## config.mk

```make
export PLATFORM = sky130hd
export DESIGN_NAME = blackjack_game_ctrl
export DESIGN_NICKNAME = d
export VERILOG_FILES = /design/src/rtl/blackjack_game_ctrl.sv
export SDC_FILE = /design/constraint.sdc
export NUM_CORES = 1
export LEC_CHECK = 0
export ABC_AREA = 1
export BUFFER_PORTS_ARGS = -buffer_cell sky130_fd_sc_hd__buf_2
export CAP_MARGIN = 20
export CORE_MARGIN = 3
export CORE_UTILIZATION = 64
export CTS_CLUSTER_SIZE = 40
export DETAILED_ROUTE_END_ITERATION = 8
export PLACE_DENSITY = 0.86
export SKIP_LAST_GASP = 1
export SYNTH_ARGS = -nofsm -noshare
export SYNTH_HDL_FRONTEND = slang
export SYNTH_SLANG_ARGS = --single-unit
```

## constraint.sdc

```tcl
create_clock -name clk_i -period 8.7 [get_ports clk_i]
set_input_delay 0.87 -clock clk_i [delete_from_list [all_inputs] [get_ports clk_i]]
set_output_delay 0.87 -clock clk_i [all_outputs]
set_load 0.02 [all_outputs]
```

## src/rtl/blackjack_game_ctrl.sv

```systemverilog
// Single-hand blackjack round controller: bet, deal, player turn, dealer auto-draw, settlement.
// Cards arrive one per req/valid handshake; each card costs at least two cycles (req drops after use).
// Optional soft-ace scoring is enabled by defining SOFT_ACE_EN; the default build counts aces as 1.
module blackjack_game_ctrl #(
    parameter int COIN_W       = 8,
    parameter int INIT_COIN    = 30,
    parameter int DEALER_STAND = 17,
    parameter int BET_W        = 4
) (
    input  logic              clk_i,
    input  logic              reset_ni,
    input  logic              next_i,
    input  logic              hit_i,
    input  logic              stand_i,
    input  logic              double_i,
    input  logic [BET_W-1:0]  bet_i,
    output logic              card_req_o,
    input  logic              card_valid_i,
    input  logic [3:0]        card_value_i,
    output logic [5:0]        player_score_o,
    output logic [5:0]        dealer_score_o,
    output logic [3:0]        player_new_card_o,
    output logic [COIN_W-1:0] current_coin_o,
    output logic              can_double_o,
    output logic              win_o,
    output logic              lose_o,
    output logic              draw_o,
    output logic              game_over_o,
    output logic [2:0]        state_o
);

`ifdef SOFT_ACE_EN
    localparam bit SoftAce = 1'b1;
`else
    localparam bit SoftAce = 1'b0;
`endif
    localparam int MW = (BET_W > COIN_W) ? BET_W : COIN_W;

    typedef enum logic [2:0] {
        S_BET    = 3'd0,
        S_DEAL   = 3'd1,
        S_PLAYER = 3'd2,
        S_DRAW_P = 3'd3,
        S_DEALER = 3'd4,
        S_RESULT = 3'd5
    } state_e;

    state_e            state_q, state_d;
    logic [COIN_W-1:0] coin_q, coin_d, bet_q, bet_d;
    logic [5:0]        p_hard_q, p_hard_d, d_hard_q, d_hard_d;
    logic              p_ace_q, p_ace_d, d_ace_q, d_ace_d;
    logic [1:0]        p_cnt_q, p_cnt_d, deal_idx_q, deal_idx_d;
    logic              card_req_q, card_req_d;
    logic [3:0]        new_card_q, new_card_d;
    logic              win_q, win_d, lose_q, lose_d, draw_q, draw_d;
    logic              dbl_q, dbl_d, settled_q, settled_d;

    logic              take, bet_ok, can_dbl, p_ace_nx;
    logic [3:0]        cv;
    logic [5:0]        p_score, d_score, p_hard_nx, p_score_nx, stand_lim;
    logic [1:0]        p_cnt_inc;
    logic [COIN_W+1:0] pay_c, sum_c;

    // Reported score: an ace counts 11 only while that keeps the hand at 21 or below.
    function automatic logic [5:0] score_f(input logic [5:0] hard, input logic ace);
        if (SoftAce && ace && (hard <= 6'd11)) score_f = hard + 6'd10;
        else                                   score_f = hard;
    endfunction

    assign take       = card_req_q & card_valid_i;
    assign cv         = ((card_value_i == 4'd0) || (card_value_i > 4'd10)) ? 4'd10 : card_value_i;
    assign stand_lim  = 6'(DEALER_STAND);
    assign p_score    = score_f(p_hard_q, p_ace_q);
    assign d_score    = score_f(d_hard_q, d_ace_q);
    assign p_hard_nx  = p_hard_q + {2'b00, cv};
    assign p_ace_nx   = p_ace_q | (cv == 4'd1);
    assign p_score_nx = score_f(p_hard_nx, p_ace_nx);
    assign p_cnt_inc  = (p_cnt_q == 2'd3) ? 2'd3 : p_cnt_q + 2'd1;
    assign bet_ok     = (bet_i != '0) && (MW'(bet_i) <= MW'(coin_q));
    assign can_dbl    = (state_q == S_PLAYER) && (p_cnt_q == 2'd2) && (coin_q >= bet_q);

    always_comb begin
        state_d    = state_q;
        coin_d     = coin_q;
        bet_d      = bet_q;
        p_hard_d   = p_hard_q;
        d_hard_d   = d_hard_q;
        p_ace_d    = p_ace_q;
        d_ace_d    = d_ace_q;
        p_cnt_d    = p_cnt_q;
        deal_idx_d = deal_idx_q;
        card_req_d = 1'b0;
        new_card_d = new_card_q;
        win_d      = win_q;
        lose_d     = lose_q;
        draw_d     = draw_q;
        dbl_d      = dbl_q;
        settled_d  = (state_q == S_RESULT);
        pay_c      = '0;
        sum_c      = '0;
        case (state_q)
            S_BET: begin
                if (next_i && bet_ok) begin
                    coin_d     = coin_q - COIN_W'(bet_i);
                    bet_d      = COIN_W'(bet_i);
                    p_hard_d   = '0;
                    d_hard_d   = '0;
                    p_ace_d    = 1'b0;
                    d_ace_d    = 1'b0;
                    p_cnt_d    = '0;
                    deal_idx_d = '0;
                    new_card_d = '0;
                    win_d      = 1'b0;
                    lose_d     = 1'b0;
                    draw_d     = 1'b0;
                    dbl_d      = 1'b0;
                    state_d    = S_DEAL;
                end
            end
            S_DEAL: begin
                card_req_d = ~take;
                if (take) begin
                    deal_idx_d = deal_idx_q + 2'd1;
                    if (!deal_idx_q[0]) begin
                        p_hard_d   = p_hard_nx;
                        p_ace_d    = p_ace_nx;
                        p_cnt_d    = p_cnt_inc;
                        new_card_d = cv;
                    end else begin
                        d_hard_d = d_hard_q + {2'b00, cv};
                        d_ace_d  = d_ace_q | (cv == 4'd1);
                    end
                    if (deal_idx_q == 2'd3)
                        state_d = (p_score == 6'd21) ? S_DEALER : S_PLAYER;
                end
            end
            S_PLAYER: begin
                if (stand_i) begin
                    state_d = S_DEALER;
                end else if (double_i && can_dbl) begin
                    coin_d  = coin_q - bet_q;
                    bet_d   = bet_q << 1;
                    dbl_d   = 1'b1;
                    state_d = S_DRAW_P;
                end else if (hit_i) begin
                    dbl_d   = 1'b0;
                    state_d = S_DRAW_P;
                end
            end
            S_DRAW_P: begin
                card_req_d = ~take;
                if (take) begin
                    p_hard_d   = p_hard_nx;
                    p_ace_d    = p_ace_nx;
                    p_cnt_d    = p_cnt_inc;
                    new_card_d = cv;
                    if (p_score_nx > 6'd21)                     state_d = S_RESULT;
                    else if (dbl_q || (p_score_nx == 6'd21))    state_d = S_DEALER;
                    else                                        state_d = S_PLAYER;
                end
            end
            S_DEALER: begin
                card_req_d = ~take && (d_score < stand_lim);
                if (take) begin
                    d_hard_d = d_hard_q + {2'b00, cv};
                    d_ace_d  = d_ace_q | (cv == 4'd1);
                end else if (!card_req_q && (d_score >= stand_lim)) begin
                    state_d = S_RESULT;
                end
            end
            S_RESULT: begin
                if (!settled_q) begin
                    if (p_score > 6'd21) begin
                        lose_d = 1'b1;
                    end else if ((d_score > 6'd21) || (p_score > d_score)) begin
                        win_d = 1'b1;
                        pay_c = {1'b0, bet_q, 1'b0};
                    end else if (p_score == d_score) begin
                        draw_d = 1'b1;
                        pay_c  = {2'b00, bet_q};
                    end else begin
                        lose_d = 1'b1;
                    end
                    sum_c  = {2'b00, coin_q} + pay_c;
                    coin_d = (sum_c > {2'b00, {COIN_W{1'b1}}}) ? {COIN_W{1'b1}} : sum_c[COIN_W-1:0];
                end else if (next_i) begin
                    win_d   = 1'b0;
                    lose_d  = 1'b0;
                    draw_d  = 1'b0;
                    state_d = S_BET;
                end
            end
            default: state_d = S_BET;
        endcase
    end

    always_ff @(posedge clk_i or negedge reset_ni) begin
        if (!reset_ni) begin
            state_q    <= S_BET;
            coin_q     <= COIN_W'(INIT_COIN);
            bet_q      <= '0;
            p_hard_q   <= '0;
            d_hard_q   <= '0;
            p_ace_q    <= 1'b0;
            d_ace_q    <= 1'b0;
            p_cnt_q    <= '0;
            deal_idx_q <= '0;
            card_req_q <= 1'b0;
            new_card_q <= '0;
            win_q      <= 1'b0;
            lose_q     <= 1'b0;
            draw_q     <= 1'b0;
            dbl_q      <= 1'b0;
            settled_q  <= 1'b0;
        end else begin
            state_q    <= state_d;
            coin_q     <= coin_d;
            bet_q      <= bet_d;
            p_hard_q   <= p_hard_d;
            d_hard_q   <= d_hard_d;
            p_ace_q    <= p_ace_d;
            d_ace_q    <= d_ace_d;
            p_cnt_q    <= p_cnt_d;
            deal_idx_q <= deal_idx_d;
            card_req_q <= card_req_d;
            new_card_q <= new_card_d;
            win_q      <= win_d;
            lose_q     <= lose_d;
            draw_q     <= draw_d;
            dbl_q      <= dbl_d;
            settled_q  <= settled_d;
        end
    end

    assign card_req_o        = card_req_q;
    assign player_score_o    = p_score;
    assign dealer_score_o    = d_score;
    assign player_new_card_o = new_card_q;
    assign current_coin_o    = coin_q;
    assign can_double_o      = can_dbl;
    assign win_o             = win_q;
    assign lose_o            = lose_q;
    assign draw_o            = draw_q;
    assign game_over_o       = (state_q == S_BET) && (coin_q == '0);
    assign state_o           = state_q;

endmodule

```

# After elaboration in Yosys (flattened, before gate mapping)
# Index checks and enable logic that the tools add are counted.
# word_totals
ff_bits	45
in_bits	15
word_cells	174
# classes
addsub	7
muxes	74
n_reduce_logical	33
bitwise_logic	2
eq_ne	34
n_lt_le_gt_ge	10
# op_table
op	count
two-way mux 8 bit	9
two-way mux 3 bit	14
two-way mux 6 bit	7
one-hot mux 6 bit (3 select lines)	2
!= test 2 bit (second input constant)	13
AND reduction 5 bit	5
one-hot mux 8 bit (3 select lines)	1
two-way mux 10 bit	2
two-way mux 4 bit	5
greater-than comparator 6 x 5 -> 1 bit (second input constant)	3
two-way mux 9 bit	2
one-hot mux 3 bit (6 select lines)	1
two-way mux 1 bit	16
one-hot mux 8 bit (2 select lines)	1
adder 6 x 4 -> 6 bit	2
== test 6 x 5 -> 1 bit (second input constant)	2
two-way mux 2 bit	6
one-hot mux 4 bit (3 select lines)	1
adder 8 x 10 -> 10 bit	1
greater-than comparator 10 x 8 -> 1 bit (second input constant)	1
one-hot mux 1 bit (2 select lines)	5
!= test 3 x 2 -> 1 bit (second input constant)	3
!= test 3 bit (second input constant)	3
AND reduction 9 bit	1
other kinds (34)	54

# Longest topological paths before layout
# logic_depth
ltp_word	11
ltp_mapped	25
mapped_depth_nobuf	25

# Worst setup path after synthesis
# OpenSTA, ideal clock, no wires.
# synth_path
kind	reg2reg
start	register d_hard_q[5] (netlist: dealer_score_o[5])
end	register coin_q[0] (netlist: current_coin_o[0])
t_required_ps	8579
setup_slack_ps	5454
arrival_ps	3125
path_stages_with_launch	24
path_cell_list	dfrtp_1 > inv_1 > ha_1 > nand2_1 > nor2_1 > nand2_1 > nand3_1 > nand2_1 > nand2_4 > nand2_1 > inv_1 > nor2_1 > a221oi_1 > ha_1 > nand3_1 > nand2_1 > nand4_1 > nand3_1 > nand2_1 > nor2_1 > nor2_2 > nand3_1 > nand2_1 > a21oi_1
# synth_between
elab_chain_cells	11
elab_cells_between_ends	14
cone_classes	add/sub: 1; order compare: 3; eq/ne: 1; mux: 8; reduce/logical: 1
# synth_rtl
item	line	source
start, declared	50	logic [5:0] p_hard_q, p_hard_d, d_hard_q, d_hard_d;
start signal, assigned	220	d_hard_q <= d_hard_d;
greater-than comparator 6 x 5 -> 1 bit (tied with other cells)	175	end else if ((d_score > 6'd21) || (p_score > d_score)) begin
logical OR 1 bit or two-way mux 8 bit (tied branches)	175, 178	
two-way mux 9 bit *	175	
two-way mux 9 bit *	173	if (p_score > 6'd21) begin
two-way mux 10 bit *	172	if (!settled_q) begin
two-way mux 10 bit *	101	case (state_q)
adder 8 x 10 -> 10 bit *	184	sum_c = {2'b00, coin_q} + pay_c;
greater-than comparator 10 x 8 -> 1 bit	185	coin_d = (sum_c > {2'b00, {COIN_W{1'b1}}}) ? {COIN_W{1'b1}} : sum_c[COIN_W-1:0];
two-way mux 8 bit *	185	
two-way mux 8 bit *	172	
one-hot mux 8 bit (3 select lines) *	101	
end signal, assigned	200	coin_q <= COIN_W'(INIT_COIN);
end signal, assigned	217	coin_q <= coin_d;
end, declared	49	logic [COIN_W-1:0] coin_q, coin_d, bet_q, bet_d;
# Mark *: on every way between the ends. The rest lies on a longest branch, timed or not. The select of a mux whose other input is x is not followed.
# A chain may end at the register's enable or synchronous reset.

# Worst setup path after layout
# layout_path
start	register d_hard_q[5] (netlist: dealer_score_o[5])
end	register coin_q[7] (netlist: current_coin_o[7])
# Same word-level chain as after synthesis.

==> results.json <==
{
  "post_route_cells_drive_above_1_share_pct": 16.2,
  "finish.instance_area_um2": 4530,
  "crit_path_cell_trace": "inv_1 > ha_1 > nand2_1 > nor2_1 > nand2_1 > nand3_1 > nand2_1 > nand2_4 > nand2_1 > inv_1 > nor2_1 > a221oi_1 > ha_1 > nand3_1 > nand2_1 > nand4_1 > nand3_1 > nand2_1 > nor2_1 > nor2_2 > nand3_1 > nand2_1 > a21oi_1",
  "period_minus_slack_ns": 3.72,
  "final.period_utilization_pct": 42.8,
  "cts_buffer_depth": 2,
  "grt_pass1_vias": 3873,
  "max_freq_ghz": 0.269,
  "worst_r2r_endpoint": "current_coin_o[7]",
  "synthDominantAreaCellType": "dfrtp_1",
  "report.final.slew_viol_count": 0,
  "fillCellCount": 506,
  "detailedPlacementHpwl_mm": 8.77,
  "cts_hold_buf": 0,
  "regToRegSetupSlack_ns": 4.98,
  "via_count_normalized_by_instance_count": 5.82,
  "worst_setup_path_startpoint": "dealer_score_o[5]",
  "fin_tns_setup_ns": 0,
  "design.portCount": 48,
  "number_of_cells_on_the_worst_reg_to_reg_path": 23,
  "syn_to_final_growth_pct": 10.4,
  "synthMostInstantiatedCell": "nand2_1",
  "dieWidth_um": 86.1,
  "htree_num_levels": 2,
  "synth.cells.most_frequent": "128 x nand2_1, 81 x inv_1, 70 x nor2_1",
  "cts_setup_buffers": 0,
  "antenna_violating_nets_remaining": 0,
  "worst_setup_path_endpoint": "current_coin_o[7]",
  "synthesis.area_um2": 4100,
  "fp.dieArea_um2": 7410,
  "grt_setup_unrepaired": "false",
  "synth_area_per_cell_um2": 6.95,
  "crit_path_end_kind": "flip-flop",
  "worst_hold_slack_ns": 0.487,
  "core_area_um2": 6060,
  "multiInputGateArea_um2": 2580,
  "chipHeight_um": 86.1,
  "nNetsFinal": 695,
  "data_arrival_time_of_the_worst_path_ns": 3.92,
  "port_buffers": 47,
  "synth-warning-count": 0,
  "required_ns": 8.90,
  "yosysSeqAreaShare_pct": 27.6,
  "holdCritPathClass": "in2async",
  "finalWirelength_mm": 11.0,
  "antenna_cells_inserted": 0,
  "cts_sinks": 45,
  "max_slew.worst_pin.slew_ns": 0.646,
  "mappedNetlistNets": 645,
  "grt_start_max_net_pins": 46,
  "startpoint_type": "flip-flop",
  "post-route-drc-count": 0,
  "cts_made_buffers": 5,
  "worst_r2r_startpoint": "dealer_score_o[5]",
  "synth_top_cells_by_area": "dfrtp_1 25%, nand2_1 12%, ha_1 11%, inv_1 7.4%, nor2_1 6.4%",
  "initial_core_utilization_pct": 67.7,
  "tritoncts_clock_tree": "built",
  "gr-usage-all-layers_pct": 31.0,
  "maxCapViolations": 0,
  "cts-resized-gates": 0,
  "fin_skew_ns": 0.0183,
  "dr_iter_0_viols": 351,
  "post_synthesis_cell_count": 590,
  "grt_overflow": 0,
  "report.final.setup_viol": 0,
  "worstSkewPairLatency_ns": 0.31,
  "place_area_um2": 4390,
  "ys_async_sr_fraction_pct": 100,
  "ys_seq_elements": 45,
  "finalHoldViolCount": 0,
  "path_max_fanout": 9,
  "clock_transition_at_the_registers_of_the_reported_paths_ns": 0.10,
  "crit_type": "reg2reg",
  "final-seq-area_um2": 1130,
  "grt_antenna_before_repair": 0,
  "vias": 4168,
  "avgRoutedWirePerCell_um": 15.4,
  "synth_top_flop_cell": "dfrtp_1",
  "yosys.area.top_type_share_pct": 25.0,
  "grt_pass1_wl_mm": 18.4,
  "cpMostUsedCell": "nand2_1",
  "buffer_cell_driving_the_clock_tree_root": "clkbuf_8",
  "rows": 28,
  "globalplace.congestion": 0.946,
  "crit_slowest_cell": "dfrtp_1",
  "synthDistinctLibCells": 44,
  "critical_path.max_stage_delay_ns": 0.41,
  "run_status": "complete, no violations",
  "synth-edff-count": 0,
  "detailedRoute.firstPassIterationCount": 5,
  "timing.slew.headroom_pct": 56.5
}
[placed cells by master, fill, tap and decap left out, types with 6 or more instances in the layout]
| cell | netlist | final |
|---|---|---|
| ha_1 | 35 | 35 |
| o21ai_1 | 12 | 12 |
| inv_1 | 81 | 81 |
| o21ai_0 | 26 | 26 |
| a21oi_1 | 45 | 45 |
| nand3_1 | 44 | 44 |
| dfrtp_1 | 41 | 41 |
| nand3b_1 | 6 | 6 |
| buf_2 | 0 | 47 |
| nand4_1 | 8 | 8 |
| nand2_1 | 128 | 128 |
| o22ai_1 | 8 | 8 |
| nor2_1 | 70 | 70 |
| nand2_2 | 7 | 7 |
| inv_2 | 8 | 8 |
| xnor2_1 | 6 | 6 |
[worst min path at each step]
stage	from	endpoint	slack [ns]	cells past startpoint
2_1_floorplan	dbl_q	dbl_q	0.47	1
5_1_grt	reset_ni	player_new_card_o[0]	0.51	1
6_report	reset_ni	player_new_card_o[0]	0.49	1
3_3_place_gp	player_new_card_o[2]	player_new_card_o[2]	0.47	2
3_5_place_dp	player_new_card_o[1]	player_new_card_o[1]	0.47	2
4_1_cts	player_new_card_o[1]	player_new_card_o[1]	0.50	2
[flip-flops by register name, indices dropped and copies added, names as in the netlist, 2 cells and up]
| register | count |
|---|---|
| player_new_card_o | 4 |
| player_score_o | 6 |
| deal_idx_q | 2 |
| p_cnt_q | 2 |
| bet_q | 8 |
| dealer_score_o | 6 |
| current_coin_o | 8 |
| state_o | 3 |
[worst max-delay path: cells and delay by family (launching register included)]
kind | cells | cell delay (ns)
flip-flops | 1 | 0.41
AO/OA/AOI/OAI | 2 | 0.46
AND/OR/NAND/NOR | 17 | 1.82
adder cells (fa/ha/maj) | 2 | 0.63
buffers and inverters | 2 | 0.29
[metrics by stage]
stage	utilization [%]	std cells	setup WS [ns]
floorplan	-	590	5.45
detailed placement	72.4	707	5.10
finish	74.7	716	4.98
global route	74.7	716	4.68
CTS	74.4	715	5.04
global placement	72.4	707	5.19
[cell families after synthesis]
logic type      after synthesis  synth area share, %
fa+ha+maj                    40                 13.1
simple gates                291                 32.9
flops                        45                 27.6
buf+inv                      96                 9.45
compound gates              107                 14.6
xor+xnor                     11                 2.35
[per-layer routing]
metal	share of wire (%)	vias to the layer above	GRT usage, %
met1	48	1939	45.2
met5	0	-	0
met4	1.8	0	8.92
li1	-	2039	-
met2	43	165	46.4
met3	7.7	25	6.34
[cell type report]
class	instances	share of cell area [%]
Multi-Input combinational cell	449	57.1
Clock inverter	3	1.08
Sequential cell	45	25.0
Clock buffer	5	1.52
Timing Repair Buffer	48	5.64
Inverter	91	7.65
Tap cell	75	2.07
Power is left out: the tool's default activity adds up to more than one toggle a clock period on the data nets, which glitch-free logic cannot reach.
